--- src/rtl/seq_64_bit_adder_ctrl.sv ---
// Sequential 64-bit adder: a single SLICE_W-bit slice is reused LSB-first with a rippled carry register.
// Optional signed overflow flag is enabled by defining OVERFLOW_FLAG_EN.

module adder_slice #(
  parameter int W = 16
) (
  input  logic [W-1:0] a,
  input  logic [W-1:0] b,
  input  logic         ci,
  output logic [W-1:0] s,
  output logic         co
);
  assign {co, s} = {1'b0, a} + {1'b0, b} + (W+1)'(ci);
endmodule

module seq_64_bit_adder_ctrl #(
  parameter int SLICE_W = 16
) (
  input  logic        clk,
  input  logic        rst_n,
  input  logic        start,
  input  logic [63:0] input_a,
  input  logic [63:0] input_b,
  input  logic        carry_in,
  output logic        busy,
  output logic        done,
  output logic [63:0] sum,
`ifdef OVERFLOW_FLAG_EN
  output logic        overflow,
`endif
  output logic        carry_out
);
  localparam int N_SLICES = 64 / SLICE_W;
  localparam int IDX_W    = (N_SLICES > 1) ? $clog2(N_SLICES) : 1;

  typedef enum logic [1:0] {IDLE, RUN, DONE} state_t;

  state_t             state;
  logic [IDX_W-1:0]   idx;
  logic               cy;
  logic [63:0]        op_a, op_b, acc, acc_nxt;
  logic [SLICE_W-1:0] sl_a, sl_b, sl_s;
  logic               sl_co, last;

  always_comb begin
    sl_a = op_a[idx*SLICE_W +: SLICE_W];
    sl_b = op_b[idx*SLICE_W +: SLICE_W];
    acc_nxt = acc;
    acc_nxt[idx*SLICE_W +: SLICE_W] = sl_s;
    last = (idx == IDX_W'(N_SLICES-1));
  end

  adder_slice #(.W(SLICE_W)) u_slice (
    .a  (sl_a),
    .b  (sl_b),
    .ci (cy),
    .s  (sl_s),
    .co (sl_co)
  );

`ifdef OVERFLOW_FLAG_EN
  // carry into the MSB recovered from the slice's own top bit
  logic sl_cmsb;
  assign sl_cmsb = sl_a[SLICE_W-1] ^ sl_b[SLICE_W-1] ^ sl_s[SLICE_W-1];
`endif

  always_ff @(posedge clk) begin
    if (!rst_n) begin
      state     <= IDLE;
      idx       <= '0;
      cy        <= 1'b0;
      op_a      <= '0;
      op_b      <= '0;
      acc       <= '0;
      busy      <= 1'b0;
      done      <= 1'b0;
      sum       <= '0;
      carry_out <= 1'b0;
`ifdef OVERFLOW_FLAG_EN
      overflow  <= 1'b0;
`endif
    end else begin
      case (state)
        RUN: begin
          acc <= acc_nxt;
          cy  <= sl_co;
          if (last) begin
            sum       <= acc_nxt;
            carry_out <= sl_co;
`ifdef OVERFLOW_FLAG_EN
            overflow  <= sl_cmsb ^ sl_co;
`endif
            idx   <= '0;
            busy  <= 1'b0;
            done  <= 1'b1;
            state <= DONE;
          end else begin
            idx <= idx + 1'b1;
          end
        end
        default: begin
          // IDLE and DONE share the accept path so back-to-back starts skip IDLE
          done <= 1'b0;
          if (start) begin
            op_a  <= input_a;
            op_b  <= input_b;
            cy    <= carry_in;
            idx   <= '0;
            busy  <= 1'b1;
            state <= RUN;
          end else begin
            state <= IDLE;
          end
        end
      endcase
    end
  end
endmodule

--- config.mk ---
export PLATFORM = sky130hd
export DESIGN_NAME = seq_64_bit_adder_ctrl
export DESIGN_NICKNAME = d
export VERILOG_FILES = /design/src/rtl/seq_64_bit_adder_ctrl.sv
export SDC_FILE = /design/constraint.sdc
export NUM_CORES = 1
export LEC_CHECK = 0
export CORE_ASPECT_RATIO = 1.25
export CORE_MARGIN = 1.5
export CORE_UTILIZATION = 53
export DETAILED_ROUTE_END_ITERATION = 12
export HOLD_SLACK_MARGIN = 0.08
export PLACE_DENSITY_LB_ADDON = 0.08
export SLEW_MARGIN = 20
export SYNTH_ARGS = -nofsm -noshare
export SYNTH_HDL_FRONTEND = slang
export SYNTH_SLANG_ARGS = --single-unit
--- constraint.sdc ---
create_clock -name clk -period 4.4 [get_ports clk]
set_input_delay 0.66 -clock clk [delete_from_list [all_inputs] [get_ports clk]]
set_output_delay 0.66 -clock clk [all_outputs]
set_load 0.01 [all_outputs]
==> flow_results.org <==
** Worst setup path
- R2R Setup Slk :: 0.55 ns
- For the worst setup path, the data required time is 4.81 ns.
- Critical path arrival :: 4.27 ns
- Crit. End Element :: flip-flop
- Cells on worst reg2reg path :: 10
- Startpoint type of the worst setup path :: flip-flop
- Worst-path maximum fanout :: 17
- By startpoint and endpoint, the worst setup path is classified as flip-flop to flip-flop.

** Placed design
- During placement, the flow inserted port buffers numbering 198.
- The congestion estimate from routability-driven global placement came to 0.852.
- The HPWL after detailed placement is 20,200 microns.
- The number of placed instances, taps included, is 1,649.

** Detailed routing
- Ratio of routed vias to standard cells :: 5.61
- After detailed routing, the number of remaining DRC violations is 0.
- In this run, the number of DRC markers left after iteration 0 of detailed routing was 664.
- In this run the remaining antenna-violating nets after routing total 0.
- The first detailed-routing pass ran for 5 iterations.
- WL final :: 28,900 microns
- WL/cell :: 17.1 microns
- Summing over every cut layer, the via total after detailed routing is 9,481.

** Power and ir drop
- Per report_power, the clock group accounts for 39.7% of the total.
- Dividing total power by cell area gives a power density of 369 nW/um^2.
- VDD sags by at most 0.315 mV.
- Combinational share of power :: 12.5%
- Switching power summed over all nets :: 1.31 mW
- Sw Ratio :: 24.7%
- Sequential cell fraction of total power :: 47.7%
- Internal Dissipation :: 3.98 mW
- Leakage power :: 5.54 nW

** Synth
- Synthesis inferred 264 register bits.
- Yosys mapped the design onto 50 distinct sky130hd cell types.
- In the synthesized netlist the dominant register cell turns out to be dfxtp_1.
- Share of the synthesized area in the top cell type :: 46.5%
- Library cell occupying the most area in the post-synthesis netlist :: dfxtp_1
- Async SR Flop Fraction :: 0%
- Synthesized instance count :: 1,249
- Sequential-to-total area share from yosys stat :: 46.5%
- The average instance in the mapped netlist occupies 9.11 sq um.
- EDFF count, synth :: 0
- Area contributors post-synth :: dfxtp_1, nand2_1, a21boi_0, mux4_2, a22oi_1
- Mapped Nets :: 1,404
- Mapped cell area :: 11,400 sq um
- The Yosys step of the flow raised 0 warnings.
- Most numerous cell in the Yosys netlist :: nand2_1
- Top cells by instance count after synthesis :: nand2_1, dfxtp_1, a21boi_0, clkbuf_1, a22oi_1

** STA
- Fmax :: 260 MHz
- Setup violations remaining at the end of the flow were counted as 0.
- Transition at the pin with the smallest max-transition slack :: 1.13 ns
- Share of the clock period used by the worst path :: 87.5%
- Final setup TNS :: 0 ns
- Fin crit period :: 3.85 ns
- Skew final :: 0.00838 ns
- Setup repair after global routing left no endpoint under its margin.
- Hold Fails Final Rpt :: 0
- The count of pins over their slew limit came to 0.
- The worst pin sits at a relative slew slack of 24.1%.

** Clock tree
- CTS root buffer :: clkbuf_16
- The clock reaches the later pin of the worst-skew pair after 0.52 ns.
- Hold Buf Count CTS :: 0
- The number of setup buffers added after CTS is 0.
- Max H-tree Level :: 1
- The clock passes through at most 3 buffers.
- The tree built by TritonCTS fans out to 264 sinks.
- Clock-pin slew was measured on the worst setup and hold paths at 0.06 ns.
- The number of clock buffers added by TritonCTS is 25.
- Clock tree from TritonCTS :: built
- After clock tree synthesis, the repair step resized 0 gates.

** Die
- For this design the top-level I/O count stands at 199.
- Measured along the y axis, the die boundary spans 167 microns.
- Horizontal extent of the die :: 134 microns
- Floorplan die area :: 22,400 sq um
- Row generation in the floorplan step produced 59 rows.
- After floorplanning, the core was sized to cover 21,000 sq um.
- For this configuration, the core starts out at a cell density of 54.3%.

** Min path
- The tightest min-delay check is of the input pin to flip-flop type.
- The worst hold path passes through 2 cells.

** Cells and area
- Layout Area Growth over Synthesis :: 25.7%
- Layout Utilization :: 68.2%
- Layout cell share with drive strength beyond 1 :: 7.70%
- The finished layout holds 1,690 standard cells, fillers aside.
- The number of antenna diodes in the final layout is 0.
- Layout fillers :: 1,740
- Nets :: 1,557

** Outcome
- Run status :: completed

** Flow run
- Number of max-cap violations :: 0

** Global routing
- Vias in the first global route :: 8,996
- Grt ovf :: 0
- The number of antenna violations at the first check in global routing was 0.
- Global-route wire length before repair :: 46,500 microns
- For this run, the total global-route usage over all layers was measured as 25.8%.
- Entering global routing, the biggest net connects 135 pins.
==> final timing paths <==
| path | startpoint | to |
|---|---|---|
| max | idx[0] | acc[62] |
| min | rst_n | acc[62] |
| max reg2reg | idx[0] | acc[62] |
| min reg2reg | sum[37] | sum[37] |
==> area by class of cell <==
class                   count  area, sq um  area share, %
flip-flops and latches    264         5290           37.0
clock inverters             8         68.8          0.481
clock buffers              33          726           5.08
multi-input cells         881         5710           39.9
inverters                  15         56.3          0.394
well taps                 274          343           2.40
repair buffers            215         2110           14.8
==> cell usage in the layout (no fill, tap or decap), types with 4 or more instances in the layout <==
cell               n
nand2_1          331
dfxtp_1          262
clkdlybuf4s50_1  197
a21boi_0         129
a22oi_1           73
o21ai_0           70
nor2b_1           43
mux4_2            32
a21oi_1           31
o211a_1           30
clkbuf_16         25
ha_1              21
nor2_1            17
buf_4             17
nand3_1           16
inv_1             15
and2_1            12
xnor2_1            7
clkbuf_8           7
a31oi_1            6
o21ai_1            6
clkinv_2           6
xor2_1             5
nand4_1            4
nor3_1             4
o311ai_0           4
==> layer usage <==
metal  part of all wire [%]  global-route usage [%]  up-vias
met3                    4.8                    3.41       53
met5                      0                       0        -
li1                       -                       -     4656
met2                     49                    44.2      271
met1                     43                    33.6     4501
met4                    3.0                    8.56        0
==> through the flow <==
step	worst slack, ns	hold WS [ns]	instance area [sq um]	power (mW)
2_1_floorplan	0.929	0.426	11400	2.95
3_3_place_gp	0.788	0.435	13500	3.22
3_5_place_dp	0.690	0.442	13500	3.23
4_1_cts	0.590	0.414	14300	5.31
5_1_grt	0.318	0.435	14300	5.48
6_report	0.548	0.444	14300	5.28
==> registers in the layout, indices dropped and copies added, names as in the netlist <==
| name | flops |
|---|---|
| sum | 64 |
| carry_out | 1 |
| op_b | 64 |
| busy | 1 |
| op_a | 64 |
| acc | 64 |
| cy | 1 |
| idx | 2 |
| done | 1 |
| state | 2 |
==> power by group through the flow <==
stage               registers (mW)  clock network, mW  logic [mW]
detailed placement            2.58                  0       0.656
finish                        2.52               2.10       0.662
global route                  2.53               2.23       0.721
global placement              2.57                  0       0.649
floorplan                     2.56                  0       0.395
CTS                           2.52               2.13       0.660
==> worst max-delay path: stages (launching register included) <==
cell and delay, ns:
dfxtp_2 0.46, buf_4 0.38, mux4_2 0.60, fa_1 0.47
a21oi_1 0.29, o211ai_1 0.12, a21oi_1 0.32, a21oi_1 0.17
xnor2_1 0.53, o21ai_0 0.21, and2_1 0.19
==> cell families (layout without fill, tap and decap cells) <==
family                   Yosys count  after routing  share of synthesized area (%)
flip-flops                       264            264                           46.5
XOR/XNOR                          14             14                           1.21
AO/OA/AOI/OAI                    367            367                           23.1
buffers and inverters            104            271                           3.53
adder cells (fa/ha/maj)           23             23                           2.66
multiplexers                      35             35                           6.62
AND/OR/NAND/NOR                  442            442                           16.5
No activity file was read; power rests on OpenSTA's default activity.
